File: src/rtl/bp_cce_pkg.sv
// Shared types for the CCE MSHR file: coherence states, MSHR entry layout and field write-mask indices.
package bp_cce_pkg;

  localparam int unsigned num_mshr_lp         = 4;
  localparam int unsigned num_gpr_lp          = 8;
  localparam int unsigned gpr_width_lp        = 64;
  localparam int unsigned num_flags_lp        = 16;
  localparam int unsigned paddr_width_lp      = 40;
  localparam int unsigned block_width_lp      = 512;
  localparam int unsigned lg_block_bytes_lp   = $clog2(block_width_lp / 8);
  localparam int unsigned lce_id_width_lp     = 8;
  localparam int unsigned lce_assoc_width_lp  = 3;
  localparam int unsigned coh_width_lp        = 3;
  localparam int unsigned msg_size_width_lp   = 3;
  localparam int unsigned num_fields_lp       = 6;

  typedef enum logic [coh_width_lp-1:0] {
    e_COH_I = 3'd0,
    e_COH_S = 3'd1,
    e_COH_E = 3'd2,
    e_COH_F = 3'd3,
    e_COH_M = 3'd4,
    e_COH_O = 3'd5
  } bp_coh_states_e;

  // Bit positions inside field_w_mask_i
  typedef enum int unsigned {
    e_mshr_field_size     = 0,
    e_mshr_field_lce      = 1,
    e_mshr_field_paddr    = 2,
    e_mshr_field_way      = 3,
    e_mshr_field_lru_way  = 4,
    e_mshr_field_next_coh = 5
  } bp_cce_mshr_field_e;

  typedef struct packed {
    logic [lce_id_width_lp-1:0]    lce_id;
    logic [paddr_width_lp-1:0]     paddr;
    logic [lce_assoc_width_lp-1:0] way_id;
    logic [lce_assoc_width_lp-1:0] lru_way_id;
    logic [paddr_width_lp-1:0]     lru_paddr;
    logic [coh_width_lp-1:0]       next_coh_state;
    logic [msg_size_width_lp-1:0]  msg_size;
    logic [num_flags_lp-1:0]       flags;
  } bp_cce_mshr_entry_s;

endpackage

File: src/rtl/bp_cce_mshr_entry.sv
// One MSHR entry: valid bit plus payload, with free/alloc/field-write/LRU-writeback update priority.
module bp_cce_mshr_entry
  import bp_cce_pkg::*;
(
  input  logic                          clk_i,
  input  logic                          reset_n_i,
  input  logic                          alloc_i,
  input  logic                          free_i,
  input  logic [coh_width_lp-1:0]       coh_state_i,
  input  logic                          wr_v_i,
  input  logic [num_fields_lp-1:0]      field_w_mask_i,
  input  logic [num_flags_lp-1:0]       flag_w_mask_i,
  input  logic [paddr_width_lp-1:0]     src_a_i,
  input  logic                          lru_v_i,
  input  logic [paddr_width_lp-1:0]     lru_paddr_i,
  output logic                          valid_o,
  output bp_cce_mshr_entry_s            entry_o
);

  logic               valid_q, valid_d;
  bp_cce_mshr_entry_s entry_q, entry_d;

  // Free beats alloc-clear beats field writes; writes only land on live entries
  always_comb begin
    valid_d = valid_q;
    entry_d = entry_q;
    if (free_i && valid_q) begin
      valid_d = 1'b0;
    end else if (alloc_i) begin
      valid_d                = 1'b1;
      entry_d                = '0;
      entry_d.next_coh_state = coh_state_i;
    end else if (valid_q) begin
      if (wr_v_i) begin
        if (field_w_mask_i[e_mshr_field_size])
          entry_d.msg_size = src_a_i[msg_size_width_lp-1:0];
        if (field_w_mask_i[e_mshr_field_lce])
          entry_d.lce_id = src_a_i[lce_id_width_lp-1:0];
        if (field_w_mask_i[e_mshr_field_paddr])
          entry_d.paddr = src_a_i;
        if (field_w_mask_i[e_mshr_field_way])
          entry_d.way_id = src_a_i[lce_assoc_width_lp-1:0];
        if (field_w_mask_i[e_mshr_field_lru_way])
          entry_d.lru_way_id = src_a_i[lce_assoc_width_lp-1:0];
        if (field_w_mask_i[e_mshr_field_next_coh])
          entry_d.next_coh_state = src_a_i[coh_width_lp-1:0];
        for (int f = 0; f < int'(num_flags_lp); f++) begin
          if (flag_w_mask_i[f]) entry_d.flags[f] = src_a_i[0];
        end
      end
      if (lru_v_i) entry_d.lru_paddr = lru_paddr_i;
    end
  end

  always_ff @(posedge clk_i or negedge reset_n_i) begin
    if (!reset_n_i) begin
      valid_q <= 1'b0;
      entry_q <= '0;
    end else begin
      valid_q <= valid_d;
      entry_q <= entry_d;
    end
  end

  assign valid_o = valid_q;
  assign entry_o = entry_q;

endmodule

File: src/rtl/bp_cce_mshr_file.sv
// CCE register block: num_mshr_p MSHRs with free list and block conflict lookup, GPR file, default coh state.
module bp_cce_mshr_file
  import bp_cce_pkg::*;
#(
  parameter int unsigned num_mshr_p        = num_mshr_lp,
  parameter int unsigned num_gpr_p         = num_gpr_lp,
  parameter int unsigned gpr_width_p       = gpr_width_lp,
  parameter int unsigned num_flags_p       = num_flags_lp,
  parameter int unsigned paddr_width_p     = paddr_width_lp,
  parameter int unsigned block_width_p     = block_width_lp,
  parameter int unsigned lce_id_width_p    = lce_id_width_lp,
  parameter int unsigned lce_assoc_width_p = lce_assoc_width_lp,
  parameter int unsigned coh_width_p       = coh_width_lp,
  localparam int unsigned idw_lp           = $clog2(num_mshr_p),
  localparam int unsigned gpr_idw_lp       = $clog2(num_gpr_p),
  localparam int unsigned lg_block_bytes_p = $clog2(block_width_p / 8)
) (
  input  logic                                   clk_i,
  input  logic                                   reset_n_i,
  input  logic                                   stall_i,
  output logic                                   alloc_v_o,
  output logic [idw_lp-1:0]                      alloc_id_o,
  input  logic                                   alloc_yumi_i,
  input  logic                                   free_v_i,
  input  logic [idw_lp-1:0]                      free_id_i,
  input  logic [idw_lp-1:0]                      sel_id_i,
  input  logic [num_fields_lp-1:0]               field_w_mask_i,
  input  logic [num_flags_p-1:0]                 flag_w_mask_i,
  input  logic [gpr_width_p-1:0]                 src_a_i,
  input  logic                                   dir_lru_v_i,
  input  logic [paddr_width_p-1:0]               dir_lru_paddr_i,
  input  logic [num_gpr_p-1:0]                   gpr_w_mask_i,
  input  logic [gpr_width_p-1:0]                 alu_res_i,
  input  logic                                   gpr_src_a_v_i,
  input  logic                                   dir_addr_v_i,
  input  logic [paddr_width_p-1:0]               dir_addr_i,
  input  logic [gpr_idw_lp-1:0]                  dir_addr_gpr_i,
  input  logic                                   coh_w_v_i,
  input  logic [paddr_width_p-1:0]               match_paddr_i,
  output logic                                   match_v_o,
  output logic [idw_lp-1:0]                      match_id_o,
  output logic [num_mshr_p-1:0]                  valid_o,
  output bp_cce_mshr_entry_s [num_mshr_p-1:0]    mshr_o,
  output logic [num_gpr_p-1:0][gpr_width_p-1:0]  gpr_o,
  output logic [coh_width_p-1:0]                 coh_state_o
);

  logic [num_mshr_p-1:0] valid;
  logic [num_mshr_p-1:0] alloc_sel, free_sel, wr_sel, lru_sel;

  logic [num_gpr_p-1:0][gpr_width_p-1:0] gpr_q, gpr_d;
  logic [coh_width_p-1:0]                coh_state_q, coh_state_d;
  logic [num_gpr_p-1:0]                  gpr_mask;
  logic [gpr_width_p-1:0]                gpr_wdata;

  // Offset bits never take part in the block match
  logic unused_match_offset;
  assign unused_match_offset = ^match_paddr_i[lg_block_bytes_p-1:0];

  // Free list: lowest-index invalid entry
  always_comb begin
    alloc_v_o  = 1'b0;
    alloc_id_o = '0;
    for (int i = int'(num_mshr_p) - 1; i >= 0; i--) begin
      if (!valid[i]) begin
        alloc_v_o  = 1'b1;
        alloc_id_o = idw_lp'(i);
      end
    end
  end

  always_comb begin
    alloc_sel = '0;
    free_sel  = '0;
    wr_sel    = '0;
    lru_sel   = '0;
    for (int i = 0; i < int'(num_mshr_p); i++) begin
      alloc_sel[i] = alloc_yumi_i & alloc_v_o & (alloc_id_o == idw_lp'(i));
      free_sel[i]  = free_v_i & (free_id_i == idw_lp'(i));
      wr_sel[i]    = ~stall_i & (sel_id_i == idw_lp'(i));
      lru_sel[i]   = dir_lru_v_i & (sel_id_i == idw_lp'(i));
    end
  end

  for (genvar g = 0; g < num_mshr_p; g++) begin : g_entry
    bp_cce_mshr_entry u_entry (
      .clk_i          (clk_i),
      .reset_n_i      (reset_n_i),
      .alloc_i        (alloc_sel[g]),
      .free_i         (free_sel[g]),
      .coh_state_i    (coh_state_q),
      .wr_v_i         (wr_sel[g]),
      .field_w_mask_i (field_w_mask_i),
      .flag_w_mask_i  (flag_w_mask_i),
      .src_a_i        (src_a_i[paddr_width_p-1:0]),
      .lru_v_i        (lru_sel[g]),
      .lru_paddr_i    (dir_lru_paddr_i),
      .valid_o        (valid[g]),
      .entry_o        (mshr_o[g])
    );
  end

  // Block conflict lookup against registered state only
  always_comb begin
    match_v_o  = 1'b0;
    match_id_o = '0;
    for (int i = int'(num_mshr_p) - 1; i >= 0; i--) begin
      if (valid[i] && (mshr_o[i].paddr[paddr_width_p-1:lg_block_bytes_p]
                       == match_paddr_i[paddr_width_p-1:lg_block_bytes_p])) begin
        match_v_o  = 1'b1;
        match_id_o = idw_lp'(i);
      end
    end
  end

  // Directory RDE write is exempt from stall and overrides the data source
  always_comb begin
    gpr_d    = gpr_q;
    gpr_mask = stall_i ? '0 : gpr_w_mask_i;
    if (dir_addr_v_i) gpr_mask[dir_addr_gpr_i] = 1'b1;
    if (dir_addr_v_i)       gpr_wdata = gpr_width_p'(dir_addr_i);
    else if (gpr_src_a_v_i) gpr_wdata = src_a_i;
    else                    gpr_wdata = alu_res_i;
    for (int i = 0; i < int'(num_gpr_p); i++) begin
      if (gpr_mask[i]) gpr_d[i] = gpr_wdata;
    end
  end

  always_comb begin
    coh_state_d = coh_state_q;
    if (coh_w_v_i && !stall_i) coh_state_d = src_a_i[coh_width_p-1:0];
  end

  always_ff @(posedge clk_i or negedge reset_n_i) begin
    if (!reset_n_i) begin
      gpr_q       <= '0;
      coh_state_q <= e_COH_I;
    end else begin
      gpr_q       <= gpr_d;
      coh_state_q <= coh_state_d;
    end
  end

  assign valid_o     = valid;
  assign gpr_o       = gpr_q;
  assign coh_state_o = coh_state_q;

  a_alloc_legal: assert property (@(posedge clk_i) disable iff (!reset_n_i)
                                  alloc_yumi_i |-> alloc_v_o);

endmodule
File: config.mk
export PLATFORM = sky130hd
export DESIGN_NAME = bp_cce_mshr_file
export DESIGN_NICKNAME = d
export VERILOG_FILES = /design/src/rtl/bp_cce_pkg.sv /design/src/rtl/bp_cce_mshr_entry.sv /design/src/rtl/bp_cce_mshr_file.sv
export SDC_FILE = /design/constraint.sdc
export NUM_CORES = 2
export LEC_CHECK = 0
export CORE_AREA = 2 2 499 501
export CTS_CLUSTER_DIAMETER = 200
export DETAILED_ROUTE_END_ITERATION = 8
export DIE_AREA = 0 0 501 503
export GPL_TIMING_DRIVEN = 0
export SYNTH_ARGS = -nofsm -noshare
export SYNTH_HDL_FRONTEND = slang
export SYNTH_SLANG_ARGS = --single-unit
export TNS_END_PERCENT = 10
File: constraint.sdc
create_clock -name clk_i -period 1.9 [get_ports clk_i]
set_input_delay 0.19 -clock clk_i [delete_from_list [all_inputs] [get_ports clk_i]]
set_output_delay 0.19 -clock clk_i [all_outputs]
set_load 0.01 [all_outputs]
* Yosys cells after proc, flatten, opt, wreduce, memory -nomap -nowiden
Index checks and enable logic that the tools add are counted.
Word-level totals: register bits after elaboration 983, latch bits 0, memory bits (writable) 0, memory bits (read-only) 0, input port bits 294, output and inout port bits 989, logic and storage cells 425, memories kept 0
Cells by class: add/subtract/negate cells 0, multipliers 0, div/mod/pow operators 0, order comparisons 2, eq/ne operators 13, shifts and indexed selects 0, muxes and demuxes 72, bitwise operators 23, reduce and logical (&&, ||, !) cells 210
Operators with widths (number):
- $mux 116 | 8
- $reduce_and 4->1 | 88
- $mux 54 | 4
- $reduce_bool 2->1 | 104
- $mux 40 | 5
- $eq 34x34->1 | 4
- $mux 64 | 2
- $mux 22 | 4
- $mux 1 | 33
- $mux 8 | 3
- $and 1x1->1 | 17
- $mux 2 | 8
- $eq 2x2->1 const B | 6
- $mux 3 | 4
- $reduce_and 3->1 | 4
- $logic_and 1x1->1 | 10
- $or 8x8->8 | 1
- $eq 2x1->1 const B | 3
- $logic_not 2->1 | 3
- $not 1->1 | 5
- $lt 3x4->1 const B | 1
- $demux 1 s3 | 1
- $ge 3x1->1 const B | 1
- $logic_not 1->1 | 1

* Logic depth before layout (Yosys ltp)
word-level depth 8, mapped depth 9, gate-level depth less buffers 6

* By module
Synthesis repeated with hierarchy kept, for this count alone.
Second synthesis, totals: cell total of the unflattened synthesis 4217, area total of the unflattened synthesis 43061.3 sq um
By module, submodules not included:
- bp_cce_mshr_entry | times used 4, cells each 525, area each 5405.2 sq um, sequential area each 2927.8 sq um
- bp_cce_mshr_file | times used 1, cells each 2117, area each 21440.6 sq um, sequential area each 12887.4 sq um

* Worst setup path after synthesis
OpenSTA, ideal clock, no wires.
kind register -> register, start register g_entry[1].u_entry.valid_q, end register g_entry[1].u_entry.entry_q, in the netlist g_entry[1].u_entry.entry_o[10], library setup time 121 ps, data arrival time 1602 ps, data required time 1779 ps, slack 177 ps, stages on the path, launching flop included 9, path buffers 4, period minus slack after synthesis 1723 ps, path through dfrtp_1 -> buf_2 -> or2_0 -> clkbuf_1 -> and3_1 -> buf_6 -> and2_4 -> buf_6 -> a22o_1
Between the ends: cells in the longest elaborated chain, start to end 6, elaborated cells on any way between the ends 14, those cells by class eq/ne (1); mux (5); bitwise (3); reduce/logical (5)
Ends and longest elaborated chain:
- start, declared | RTL line bp_cce_mshr_entry.sv:20 | logic valid_q, valid_d;
- start signal, assigned | RTL line bp_cce_mshr_entry.sv:60 | valid_q <= valid_d;
- $mux 2 / $mux 1 (equally long branches) (2 in a row) | RTL line bp_cce_mshr_file.sv:65 | if (!valid[i]) begin
- $eq 2x1->1 / $and 1x1->1 (equally long branches) | RTL line bp_cce_mshr_file.sv:78 | alloc_sel[i] = alloc_yumi_i & alloc_v_o & (alloc_id_o == idw_lp'(i));
- $and 1x1->1 | RTL line bp_cce_mshr_file.sv:78
- $reduce_bool 2->1 (no source line)
- $reduce_and 4->1 (no source line)
- end signal, assigned | RTL line bp_cce_mshr_entry.sv:61 | entry_q <= entry_d;
- end, declared | RTL line bp_cce_mshr_entry.sv:21 | bp_cce_mshr_entry_s entry_q, entry_d;
Several ways; a longest one is shown, not always the timed one. A chain may end at the register's enable or synchronous reset.

* Worst setup path in the final report
start register g_entry[3].u_entry.entry_q, in the netlist g_entry[3].u_entry.entry_o[107], end output match_id_o[0]
Between the ends: cells in the longest elaborated chain, start to end 6
Ends and longest elaborated chain:
- start, declared | RTL line bp_cce_mshr_entry.sv:21
- start signal, assigned | RTL line bp_cce_mshr_entry.sv:61
- $eq 34x34->1 | RTL line bp_cce_mshr_file.sv:109 | == match_paddr_i[paddr_width_p-1:lg_block_bytes_p])) begin
- $logic_and 1x1->1 | RTL line bp_cce_mshr_file.sv:108 | if (valid[i] && (mshr_o[i].paddr[paddr_width_p-1:lg_block_bytes_p]
- $mux 2 (4 in a row) | RTL line bp_cce_mshr_file.sv:108
- end, declared | RTL line bp_cce_mshr_file.sv:41 | output logic [idw_lp-1:0] match_id_o,
Every way passes these cells.

==> reports/qor.txt <==
Status: finished with violations
Failing checks: negative hold slack, negative setup slack
CP Launch Type: flip-flop
H-Tree Depth: 3
Cell area after layout: 0.0628 mm^2
Commonest non-fill, non-tap cell in the layout: nand2_1
Pins Over Slew Limit: 0
Cell Area, Placed: 0.0567 mm^2
Met3 GRT Util: 7.64%
Routed WL: 268000 um
Layout cells sized above 1: 10.4%
Critical path class: flip-flop to output pin
Global route total overflow: 0
Die Y: 503 um
Initial antenna violation count: 56
Lkg Pwr: 28.7 nW
Max Fclk: 0.337 GHz
Top-Level Pins: 1283
HPWL after DPL: 219000 um
Core Footprint: 0.247 mm^2
Drt wl/cell: 29.9 um
Fin crit period: 2.97 ns
Power per cell area: 1350 mW/mm^2
Max Cap Viol: 0
Largest net degree at the start of global routing: 123
Period utilization: 156%
Gr busiest metal: met2
CP Capture Type: output pin
Tot Pwr: 84.9 mW
DP Worst Slack: -2.20 ns
Hold Worst Slack: -0.181 ns
Leading area contributor after synthesis: dfrtp_1
Critical path data arrival time: 2.78 ns
Syn_area_per_cell: 9.47 um^2
Worst Hold Class: input port to asynchronous set/reset pin
Fin nets: 5926
Top_reg_cell synth: dfrtp_1
Maximum VDD drop: 0.816 mV
Num rows: 183
Number of hold violations in the final report: 104
Synth cell types: 44
Synth async-reset ratio: 100%
Die width: 501 um
GR Util met2: 35.5%
Tot GR Track Use: 20.4%
Worst-Skew Late Latency: 0.77 ns
Area Overhead vs Synth: 57.4%
TritonCTS clock tree: yes
Final setup margin: -1.07 ns
First-pass GRT wire length: 349000 um
Unrepaired setup endpoints after global routing: yes
Vias in the first global route: 38700
CTS root buf: clkbuf_16
CP required: 1.71 ns
Clk_skew: 0.0549 ns
EDFF count, synth: 0
Yosys top cell area share: 61.7%
Post-Syn Area: 0.0399 mm^2
Initial Util: 16.1%
DIE AREA: 0.252 mm^2
Met1 Use GR: 21.4%
Remaining DRCs: 0
Vias: 39500
Top cells by area, synth: dfrtp_1, nand2_1, o21ai_0, a21oi_1, xnor2_1
DR iter-0 viols: 3571
YS warnings: 0
DR pass1 iterations: 6
Critical Path Fanout Max: 3
Seq cells post-synth: 983
Clk sinks: 983
Vias per inst: 4.40
Least-Margin Pin Slew: 1.22 ns
Sequential-to-total area share from yosys stat: 61.7%
Cell count after synthesis: 4211
Max transition margin: 19.0%
Post-synth net total: 4505
Antenna-violating nets left: 0
GP Congestion: 0.942
I/O Buffers: 1228
Most frequent cells in the layout: nand2_1, clkdlybuf4s50_1, dfrtp_1, o21ai_0, clkbuf_1
Setup TNS: -120.31 ns
Final setup violation count: 717
Clock Path Buffers: 3
Reg clk slew, reported paths: 0.06 ns
Num CTS Buffers: 112
final timing paths:
check | start | endpoint | slack (ns) | cells past startpoint
setup / recovery | g_entry[3].u_entry.entry_o[107] | match_id_o[0] | -1.07 | 7
hold / removal | reset_n_i | g_entry[1].u_entry.entry_o[74] | -0.18 | 6
setup reg to reg | g_entry[3].u_entry.valid_o | g_entry[3].u_entry.entry_o[64] | -0.34 | 7
hold reg to reg | g_entry[3].u_entry.entry_o[29] | g_entry[3].u_entry.entry_o[29] | 0.47 | 2
max in group asynchronous | reset_n_i | gpr_o[321] | -0.55 | 12
min in group clk_i | src_a_i[3] | g_entry[0].u_entry.entry_o[71] | 0.03 | 3
metrics by stage:
stage	cells	util, %
6_report	8978	25.4
5_1_grt	8968	25.4
4_1_cts	8938	25.0
3_5_place_dp	8695	23.0
3_3_place_gp	8676	22.8
2_1_floorplan	4211	-
cells in the mapped netlist, types with 5 or more instances:
cell type / number
nor2_1: 51
o21ai_1: 35
nor3_1: 7
xnor2_1: 124
buf_4: 7
a21oi_1: 225
or2_2: 26
nand2_1: 1338
nor2b_1: 5
mux2i_1: 73
a22o_1: 27
nand4_1: 34
a32o_1: 6
dfrtp_1: 983
buf_1: 19
buf_2: 47
nor4_1: 8
clkbuf_1: 286
xor2_1: 12
o21ai_0: 710
nand3_1: 147
power breakdown:
group	switching, mW	internal [mW]
Combinational	17.9	13.3
Sequential	4.39	26.2
Clock	9.77	13.4
Total	32.0	52.9
sequential cells by signal, summed over array words and instances (netlist names):
name	cells
gpr_o	512
g_entry.u_entry.entry_o	464
g_entry.u_entry.valid_o	4
coh_state_o	3
cell type report:
| type | count | area [um^2] |
|---|---|---|
| Buffer | 361 | 1970 |
| Timing Repair Buffer | 1309 | 13800 |
| Sequential cell | 983 | 24600 |
| Inverter | 1 | 6.26 |
| Tap cell | 3237 | 4050 |
| Clock inverter | 39 | 561 |
| Multi-Input combinational cell | 2864 | 14400 |
| Clock buffer | 166 | 3330 |
| Antenna cell | 18 | 45.0 |
| Fill cell | 26300 | 184000 |
per-layer routing:
layer / share of wire [%] / vias up
li1: - / 16800
met1: 35 / 19900
met2: 49 / 2323
met3: 10 / 526
met4: 5.8 / 14
met5: 0.034 / -
worst max-delay path, stage by stage (launching register included):
cell and delay [ns]:
dfrtp_1 0.40, xnor2_2 0.30, nand4_1 0.27, nor4_4 0.31
nand3_2 0.24, nand2b_4 0.20, a21boi_2 0.13, buf_4 0.15
kinds of logic (layout without fill, tap and decap cells):
group	Yosys count	count (layout)	share of synthesized area (%)
simple gates	1632	1632	16.5
compound gates	1020	1020	13.2
flops	983	983	61.7
buf+inv	364	1876	3.71
xor+xnor	136	136	2.99
mux	76	76	1.92
other cells	0	18	0
timing repair:
item,CTS,global route
hold buffers,24,1
cloned,0,5
pin swaps,26,14
setup buffers,16,15
hold endpoints to repair,312,200
setup endpoints to repair,2142,2217
gates resized for setup,217,493
(Power assumes the default switching activity.)
